`src/rtl/cfg_loader.sv`:
```
// rtl/cfg_loader.sv - serial configuration bitstream loader with sync hunt and even-parity commit
// Frame: SYNC_WORD, then CFG_BITS data bits MSB first, then one even-parity bit.
module cfg_loader #(
   parameter int          CFG_BITS  = 64,
   parameter logic [7:0]  SYNC_WORD = 8'hA5
) (
   input  logic                clk,
   input  logic                reset,
   input  logic                bit_in,
   input  logic                bit_valid,
   output logic                bit_ready,
   output logic [CFG_BITS-1:0] cfg_out,
   output logic                cfg_update,
   output logic                cfg_done,
   output logic                cfg_error,
   output logic                busy
);

   localparam int CNT_W = $clog2(CFG_BITS + 1);
   localparam logic [CNT_W-1:0] LAST_CNT = CNT_W'(CFG_BITS);

   typedef enum logic [2:0] {
      ST_HUNT  = 3'd0,
      ST_LOAD  = 3'd1,
      ST_CHECK = 3'd2,
      ST_DONE  = 3'd3,
      ST_ERROR = 3'd4
   } state_t;

   state_t              state_q;
   logic [7:0]          sync_q;
   logic [7:0]          sync_d;
   logic [CFG_BITS-1:0] shadow_q;
   logic [CFG_BITS-1:0] cfg_q;
   logic [CNT_W-1:0]    cnt_q;
   logic                par_q;
   logic                ready_q;
   logic                update_q;
   logic                done_q;
   logic                error_q;
   logic                busy_q;
   logic                accept;

   assign accept = bit_valid & ready_q;
   assign sync_d = {sync_q[6:0], bit_in};

   always_ff @(posedge clk or negedge reset) begin
      if (!reset) begin
         state_q  <= ST_HUNT;
         sync_q   <= '0;
         shadow_q <= '0;
         cfg_q    <= '0;
         cnt_q    <= '0;
         par_q    <= 1'b0;
         ready_q  <= 1'b1;
         update_q <= 1'b0;
         done_q   <= 1'b0;
         error_q  <= 1'b0;
         busy_q   <= 1'b0;
      end else begin
         update_q <= 1'b0;
         case (state_q)
            ST_HUNT, ST_DONE, ST_ERROR: begin
               if (accept) begin
                  // Detection uses the window including the bit arriving now.
                  if (sync_d == SYNC_WORD) begin
                     state_q <= ST_LOAD;
                     sync_q  <= '0;
                     cnt_q   <= '0;
                     par_q   <= 1'b0;
                     done_q  <= 1'b0;
                     error_q <= 1'b0;
                     busy_q  <= 1'b1;
                  end else begin
                     sync_q <= sync_d;
                  end
               end
            end
            ST_LOAD: begin
               if (accept) begin
                  par_q <= par_q ^ bit_in;
                  if (cnt_q == LAST_CNT) begin
                     state_q <= ST_CHECK;
                     ready_q <= 1'b0;
                  end else begin
                     shadow_q <= {shadow_q[CFG_BITS-2:0], bit_in};
                     cnt_q    <= cnt_q + 1'b1;
                  end
               end
            end
            ST_CHECK: begin
               ready_q <= 1'b1;
               busy_q  <= 1'b0;
               if (!par_q) begin
                  cfg_q    <= shadow_q;
                  update_q <= 1'b1;
                  done_q   <= 1'b1;
                  error_q  <= 1'b0;
                  state_q  <= ST_DONE;
               end else begin
                  done_q  <= 1'b0;
                  error_q <= 1'b1;
                  state_q <= ST_ERROR;
               end
            end
            default: begin
               state_q <= ST_HUNT;
               ready_q <= 1'b1;
               busy_q  <= 1'b0;
            end
         endcase
      end
   end

   assign bit_ready  = ready_q;
   assign cfg_out    = cfg_q;
   assign cfg_update = update_q;
   assign cfg_done   = done_q;
   assign cfg_error  = error_q;
   assign busy       = busy_q;

endmodule

```
`config.mk`:
```
export PLATFORM = sky130hd
export DESIGN_NAME = cfg_loader
export DESIGN_NICKNAME = d
export VERILOG_FILES = /design/src/rtl/cfg_loader.sv
export SDC_FILE = /design/constraint.sdc
export NUM_CORES = 1
export LEC_CHECK = 0
export ABC_AREA = 1
export CORE_MARGIN = 2
export CORE_UTILIZATION = 50
export CTS_CLUSTER_DIAMETER = 80
export DETAILED_ROUTE_END_ITERATION = 12
export GPL_TIMING_DRIVEN = 0
export PLACE_DENSITY = 0.78
export SLEW_MARGIN = 0
export SYNTH_ARGS = -nofsm -noshare
export SYNTH_HDL_FRONTEND = slang
export SYNTH_SLANG_ARGS = --single-unit
```
`constraint.sdc`:
```
create_clock -name clk -period 1.35 [get_ports clk]
set_input_delay 0.2025 -clock clk [delete_from_list [all_inputs] [get_ports clk]]
set_output_delay 0.2025 -clock clk [all_outputs]
set_load 0.01 [all_outputs]
```
# After elaboration in Yosys (flattened, before gate mapping)

Cells that the tools add are included.

Bits in latches: 0
RAM bits: 0
Bits in read-only memories: 0
Word-level logic and storage cells: 69
Input bits: 4
Output and inout port bits: 69
Register bits: 151
Memories kept: 0

Multipliers: 0
$lt $le $gt $ge: 0
Div/mod/pow operators: 0
Shift-type cells: 0
$add $sub $neg: 1
Bitwise logic cells: 6
Muxes and demuxes: 27
Equal/unequal tests: 11
Reductions and logical operators: 13

Operators by type and width:

| operator                                                         | count |
|---|---|
| 7-bit two-way mux                                                | 5 |
| 3-bit two-way mux                                                | 5 |
| 7-bit case mux with 2 select lines                               | 1 |
| 3-bit AND reduction                                              | 4 |
| 1-bit two-way mux                                                | 10 |
| 2-bit != test (second input constant)                            | 5 |
| 1-bit case mux with 2 select lines                               | 5 |
| 3-bit case mux with 3 select lines                               | 1 |
| 8-bit == test (second input constant)                            | 1 |
| 4-bit AND reduction                                              | 2 |
| 7-bit by 1-bit adder with 7-bit output (second input constant)   | 1 |
| 7-bit == test (second input constant)                            | 1 |
| 3-bit by 2-bit == test with 1-bit output (second input constant) | 2 |
| 5-bit AND reduction                                              | 1 |
| 1-bit inverter                                                   | 4 |
| 2-bit AND reduction                                              | 2 |
| 2-bit nonzero test                                               | 2 |
| 3-bit by 1-bit == test with 1-bit output (second input constant) | 1 |
| 3-bit == test (second input constant)                            | 1 |
| 3-bit zero test                                                  | 1 |
| 3-bit OR reduction                                               | 1 |
| 1-bit AND                                                        | 1 |
| 1-bit bitwise XOR                                                | 1 |

# Depth between registers and ports, before layout

Gate-level depths: netlist of the first run.

Depth after elaboration: 4
Mapped depth: 11
Gate-level depth less buffers: 10

# Least setup slack after synthesis of the first run

Ideal clock, no wire load.

Path kind: register to register
From: register cnt_q[0]
To: register shadow_q[33]
Setup time: 121 ps
Required time: 1229 ps
Stages on the path, launching flop included: 11
Period minus slack after synthesis: 1481 ps
Data arrival time: 1360 ps
Path buffers: 2
Setup slack: -131 ps
Cells stage by stage: dfrtp_1 inv_1 ha_1 nand2_1 inv_1 nand3_1 nand2_2 nor2_4 buf_6 buf_4 o21ai_1

Cells in the longest elaborated chain, start to end: 3

Ends and longest elaborated chain:

| what                                 | RTL line | source |
|---|---|---|
| start, declared                      | 35       | `logic [CNT_W-1:0] cnt_q;` |
| start signal, assigned               | 87       | `cnt_q <= cnt_q + 1'b1;` |
| 7-bit == test                        | 82       | `if (cnt_q == LAST_CNT) begin` |
| 1-bit inverter (no source line)      | n/a      |  |
| 3-bit AND reduction (no source line) | n/a      |  |
| end signal, assigned                 | 86       | `shadow_q <= {shadow_q[CFG_BITS-2:0], bit_in};` |
| end, declared                        | 33       | `logic [CFG_BITS-1:0] shadow_q;` |

Every way passes these cells.
A chain may end at the register's enable or synchronous reset.

# Worst setup path after layout of the first run

From: register state_q[0]
To: register cfg_q[37] (netlist: cfg_out[37])

Cells in the longest elaborated chain, start to end: 2

Ends and longest elaborated chain:

| what                                     | RTL line | source |
|---|---|---|
| start, declared                          | 30       | `state_t state_q;` |
| start signal, assigned                   | 49       | `state_q <= ST_HUNT;` |
| start signal, assigned                   | 67       | `state_q <= ST_LOAD;` |
| start signal, assigned                   | 83       | `state_q <= ST_CHECK;` |
| 3-bit by 2-bit == test with 1-bit output | 62       | `case (state_q)` |
| 2-bit AND reduction (no source line)     | n/a      |  |
| end signal, assigned                     | 95       | `cfg_q <= shadow_q;` |
| end, declared                            | 34       | `logic [CFG_BITS-1:0] cfg_q;` |

Every way passes these cells.

==> results of run 1 <==
## routing by layer
metal	share of wire (%)	up-vias	GRT usage, %	routed length, µm
met2	54	188	40.0	9860
met5	0	-	0	0
met1	38	2644	29.3	6960
met3	4.2	39	5.42	760
met4	2.9	0	8.46	526
li1	-	2310	-	-
## cells by family (layout without fill, tap and decap cells)
group	count (synthesis)	in the layout	synth area share [%]
AO/OA/AOI/OAI	144	144	12.0
buffers and inverters	116	265	9.13
XOR/XNOR	1	1	0.146
adder cells (fa/ha/maj)	2	2	0.416
AND/OR/NAND/NOR	231	231	15.4
flip-flops	151	151	62.9
## cell usage after synthesis
master / count
a21oi_1: 3
buf_2: 10
buf_4: 5
buf_6: 11
clkbuf_1: 2
dfrtp_1: 150
dfstp_2: 1
ha_1: 2
inv_1: 87
inv_2: 1
nand2_1: 193
nand2_2: 2
nand3_1: 9
nand3_2: 1
nand4_1: 4
nor2_1: 16
nor2_2: 1
nor2_4: 3
nor3_1: 2
o21ai_0: 56
o21ai_1: 84
o21bai_1: 1
xnor2_1: 1
## timing repair
| item | 4_1_cts | 5_1_grt |
|---|---|---|
| hold buffers | 1 | 0 |
| endpoints found under the hold margin | 47 | 0 |
| cloned | 5 | 11 |
| gates resized for setup | 194 | 258 |
| endpoints found under the setup margin | 217 | 153 |
| setup buffers | 17 | 14 |
| pin swaps | 11 | 19 |
## flip-flops by register name (all words and copies together) (netlist names)
name,cells
par_q,1
cfg_update,1
cfg_error,1
sync_q,7
cnt_q,7
bit_ready,1
shadow_q,64
busy,1
cfg_done,1
cfg_out,64
state_q,3
## final cells by class
class,instances,area [µm²]
clock inverters,15,298
plain buffers,28,413
multi-input cells,378,2610
repair buffers,117,1290
fillers,586,2510
clock buffers,17,425
well taps,147,184
inverters,88,348
flip-flops and latches,151,3780
## critical path, delay by kind of cell (launching register included)
family	cells	cell delay, ns
buf+inv	5	0.67
flops	1	0.47
simple gates	3	0.29
compound gates	1	0.18
## worst max-delay path by stage
stage	startpoint	endpoint	slack, ns
after floorplan	cnt_q[0]	shadow_q[4]	-0.08
after global placement	reset	cnt_q[5]	-5.51
after detailed placement	cnt_q[0]	shadow_q[29]	-0.38
after CTS	cnt_q[0]	shadow_q[60]	-0.24
after global routing	state_q[0]	cfg_out[3]	-0.41
final	state_q[0]	cfg_out[37]	-0.38
## power by group
part	switching (mW)	internal [mW]	leakage (nW)
Clock	1.99	3.86	0.352
Sequential	1.65	6.53	1.94
Combinational	6.13	5.03	2.29
==> flow_metrics.env, run 1 <==
export IMPL_path_max_fanout=10
export IMPL_drt_first_pass_iters=4
export IMPL_finalWirelength_um=18100
export IMPL_p_leak_nw=4.59
export IMPL_tritoncts="done"
export IMPL_antenna_found_initial=0
export IMPL_finalHoldViolCount=0
export IMPL_diodes=0
export IMPL_synth_cell_types=23
export IMPL_relSlewSlack_pct=65.3
export IMPL_grt_total_usage_pct=23.4
export IMPL_finClkSkew_ns=0.00898
export IMPL_crit_chain="inv_2, nand2_4, inv_4, nand2_4, nor2_4, clkinv_4, buf_12, buf_6, o21ai_1"
export IMPL_vias=5181
export IMPL_rsz0062_at_grt="true"
export IMPL_via_per_inst=5.51
export IMPL_post_route_period_util_pct=128
export IMPL_fin_cells=941
export IMPL_criticalPathCategory="reg -> reg"
export IMPL_fin_util_pct=78.8
export IMPL_drc=0
export IMPL_postLayoutCellArea_mm2=0.00935
export IMPL_syn_cell_area_mm2=0.00601
export IMPL_grt_max_degree=105
export IMPL_hpwl_um=8200
export IMPL_dpl_instance_area_mm2=0.00698
export IMPL_die_y_um=114
export IMPL_hp_class="in -> async"
export IMPL_finalSetupTns_ns=-40.71
export IMPL_drv_slew=0
export IMPL_reg2reg_depth=9
export IMPL_htree_num_levels=4
export IMPL_rows=40
export IMPL_cts_sinks=151
export IMPL_reg2reg_setup_slack_ns=-0.38
export IMPL_die_width_um=114
export IMPL_drt_iter0_markers=369
export IMPL_drv_cap=0
export IMPL_seq_area_frac_synth_pct=62.9
export IMPL_core_area_mm2=0.0119
export IMPL_clkTransAtPathRegs_ns=0.07
export IMPL_max_clock_freq_mhz=579
export IMPL_synth_top_area_share_pct=62.4
export IMPL_synth_area_leaders="dfrtp_1, nand2_1, o21ai_1, inv_1, o21ai_0"
export IMPL_first_global_vias=4873
export IMPL_grt_first_pass_wirelength_um=23600
export IMPL_clk_insertion_delay_late_ns=0.42
export IMPL_min_period_ns=1.73
export IMPL_final_common_cell="dfrtp_1"
export IMPL_p_per_area_mw_per_mm2=2690
export IMPL_p_total_mw=25.2
export IMPL_cp_required_ns=1.69
export IMPL_grt_overflow=0
export IMPL_startpoint_type="flip-flop"
export IMPL_ys_ff_latch=151
export IMPL_regToRegStartpoint="state_q[0]"
export IMPL_crit_top_cell="nand2_4"
export IMPL_violations="setup timing"
export IMPL_dieArea_mm2=0.0129
export IMPL_cp_slowest_cell="dfrtp_1"
export IMPL_dp_slack_ns=-0.383
export IMPL_drtAntennaViolNets=0
export IMPL_finish_net_count=787
export IMPL_holdWs_ns=0.261
export IMPL_wire_per_inst_um=19.2
export IMPL_worst_slack_ns=-0.378
export IMPL_netlist_instances=645
export IMPL_numCtsBuffers=17
export IMPL_syn_nets=651
export IMPL_status="finished, violations left"
export IMPL_worstPathArrival_ns=2.06
export IMPL_gp_congestion=0.829
export IMPL_cts_root_to_sink_buffers=2
export IMPL_start_util_pct=50.7
export IMPL_end_kind="flip-flop"
export IMPL_setup_viol=157
export IMPL_placedCellCount=865
export IMPL_syn_to_final_growth_pct=55.5
export IMPL_drive_gt1_share_pct=39.9
export IMPL_cts_root_buf="clkbuf_16"
export IMPL_peakVddDrop_v=0.00149
export IMPL_max_stage_delay_ns=0.47
export IMPL_tightest_slew_ns=0.521
export IMPL_pin_count=73
export IMPL_r2r_end="cfg_out[37]"
export IMPL_synth_top_area_cell="dfrtp_1"
export IMPL_portBuffers=72
export IMPL_yosysWarningCount=0
export IMPL_final_cell_mix="dfrtp_1, nand2_1, inv_1, o21ai_2, dlygate4sd2_1"
export IMPL_syn_avg_cell_area_um2=9.32
(Power assumes the default switching activity.)
==> inputs of run 2 (changes only) <==
--- a/config.mk
+++ b/config.mk
@@ -6,10 +6,11 @@
 export NUM_CORES = 1
 export LEC_CHECK = 0
 export ABC_AREA = 1
-export CORE_MARGIN = 2
+export CORE_MARGIN = 1
 export CORE_UTILIZATION = 50
 export CTS_CLUSTER_DIAMETER = 80
 export DETAILED_ROUTE_END_ITERATION = 12
+export GPL_ROUTABILITY_DRIVEN = 0
 export GPL_TIMING_DRIVEN = 0
 export PLACE_DENSITY = 0.78
 export SLEW_MARGIN = 0
==> run 2 against run 1 <==
Compared with the run above: the run ends with DRC, setup timing left; flip-flop and latch count is the same; via count grew 3.5%; worst hold slack gained 0.031 ns; setup slack worse by 0.088 ns; global-route usage increased by 3.4 points; maximum frequency fell by 4.9%.
==> flow_metrics.env, run 2 (synthesis gave the netlist of run 1 again) <==
export IMPL_core_area_mm2=0.0116
export IMPL_via_per_inst=5.64
export IMPL_setup_viol=151
export IMPL_p_per_area_mw_per_mm2=2620
export IMPL_r2r_end="shadow_q[9]"
export IMPL_antenna_found_initial=0
export IMPL_regToRegStartpoint="state_q[1]"
export IMPL_finalHoldViolCount=0
export IMPL_path_buf_inv=3
export IMPL_dieArea_mm2=0.0125
export IMPL_drc=7
export IMPL_first_global_vias=5252
export IMPL_drtAntennaViolNets=0
export IMPL_path_max_fanout=9
export IMPL_final_cell_mix="dfrtp_1, nand2_1, o21ai_2, inv_1, nand2_2"
export IMPL_end_kind="flip-flop"
export IMPL_numCtsBuffers=17
export IMPL_startpoint_type="flip-flop"
export IMPL_criticalPathCategory="reg -> reg"
export IMPL_rows=39
export IMPL_drt_first_pass_iters=9
export IMPL_peakVddDrop_v=0.00188
export IMPL_reg2reg_depth=9
export IMPL_worst_slack_ns=-0.467
export IMPL_finClkSkew_ns=0.00822
export IMPL_hp_class="in -> async"
export IMPL_max_stage_delay_ns=0.43
export IMPL_post_route_period_util_pct=135
export IMPL_p_total_mw=24.7
export IMPL_cp_required_ns=1.70
export IMPL_tightest_slew_ns=0.514
export IMPL_rsz0062_at_grt="true"
export IMPL_die_y_um=112
export IMPL_p_leak_nw=4.54
export IMPL_finalWirelength_um=19000
export IMPL_start_util_pct=52.0
export IMPL_cp_top_family="simple AND/OR/NAND/NOR gates"
export IMPL_grt_first_pass_wirelength_um=26000
export IMPL_diodes=0
export IMPL_status="finished, violations left"
export IMPL_grt_overflow=0
export IMPL_portBuffers=72
export IMPL_min_period_ns=1.82
export IMPL_clk_insertion_delay_late_ns=0.43
export IMPL_tritoncts="done"
export IMPL_clkTransAtPathRegs_ns=0.07
export IMPL_crit_top_cell="nor2_4"
export IMPL_htree_num_levels=4
export IMPL_worstPathArrival_ns=2.16
export IMPL_drv_slew=0
export IMPL_finalSetupTns_ns=-46.32
export IMPL_finish_net_count=800
export IMPL_pin_count=73
export IMPL_violations="DRC, setup timing"
export IMPL_cts_root_buf="clkbuf_16"
export IMPL_hpwl_um=8350
export IMPL_max_clock_freq_mhz=550
export IMPL_die_width_um=112
export IMPL_syn_to_final_growth_pct=56.5
export IMPL_cts_root_to_sink_buffers=2
export IMPL_grt_max_degree=99
export IMPL_drv_cap=0
export IMPL_reg2reg_setup_slack_ns=-0.47
export IMPL_cp_slowest_cell="dfrtp_1"
export IMPL_drive_gt1_share_pct=42.1
export IMPL_crit_chain="inv_1, nand2_2, nor2_4, nand2_4, nor2_4, buf_12, clkbuf_16, nand2_1, o21ai_1"
export IMPL_drt_iter0_markers=462
export IMPL_final_common_cell="dfrtp_1"
export IMPL_vias=5361
export IMPL_wire_per_inst_um=20.0
export IMPL_relSlewSlack_pct=65.7
export IMPL_grt_total_usage_pct=26.7
export IMPL_cts_sinks=151
-- run 2: stage by stage --
stage	hold WS, ns	instance area, µm²	util [%]	setup slack (ns)	cells
6_report	0.292	9410	81.3	-0.467	950
5_1_grt	0.330	9410	81.3	-0.514	950
4_1_cts	0.309	8600	74.4	-0.230	934
3_5_place_dp	0.190	6980	60.3	-0.386	861
3_3_place_gp	0.463	6950	60.1	-5.54	860
2_1_floorplan	-0.0931	6050	-	-0.0815	645
-- run 2: routing by layer --
metal / track usage (%) / up-vias / wire length [µm]
met5: 0 / - / 0
met4: 11.7 / 0 / 893
met2: 45.1 / 257 / 10000
met1: 33.4 / 2681 / 7190
met3: 5.55 / 83 / 933
li1: - / 2340 / -
-- run 2: layout make-up --
cell class / count / area (µm²)
fill: 545 / 2160
buffer: 26 / 377
sequential: 151 / 3780
multi-input combinational: 378 / 2630
clock inverter: 15 / 143
clock buffer: 17 / 425
tap: 143 / 179
timing repair buffer: 132 / 1530
inverter: 88 / 340
-- run 2: timing repair --
action,CTS,global route
buffers inserted,26,22
gates cloned,15,4
endpoints found under the setup margin,215,157
hold buffers,1,0
pin swaps,7,15
resized for setup,303,203
hold endpoints to repair,53,0
-- run 2: worst max path at each step --
| stage | startpoint | endpoint | slack [ns] | depth (start not counted) |
|---|---|---|---|---|
| after floorplan | cnt_q[0] | shadow_q[4] | -0.08 | 11 |
| after global placement | reset | cfg_update | -5.54 | 1 |
| after detailed placement | cnt_q[0] | shadow_q[28] | -0.39 | 9 |
| after CTS | cnt_q[1] | shadow_q[45] | -0.23 | 11 |
| after global routing | state_q[1] | shadow_q[9] | -0.51 | 9 |
| final | state_q[1] | shadow_q[9] | -0.47 | 9 |
-- run 2: where the power goes --
group,total (mW),switching [mW],internal (mW),leakage [nW]
sequential,8.29,1.76,6.53,1.94
combinational,11.7,6.35,5.38,2.33
clock,4.64,2.07,2.57,0.264
total,24.7,10.2,14.5,4.54
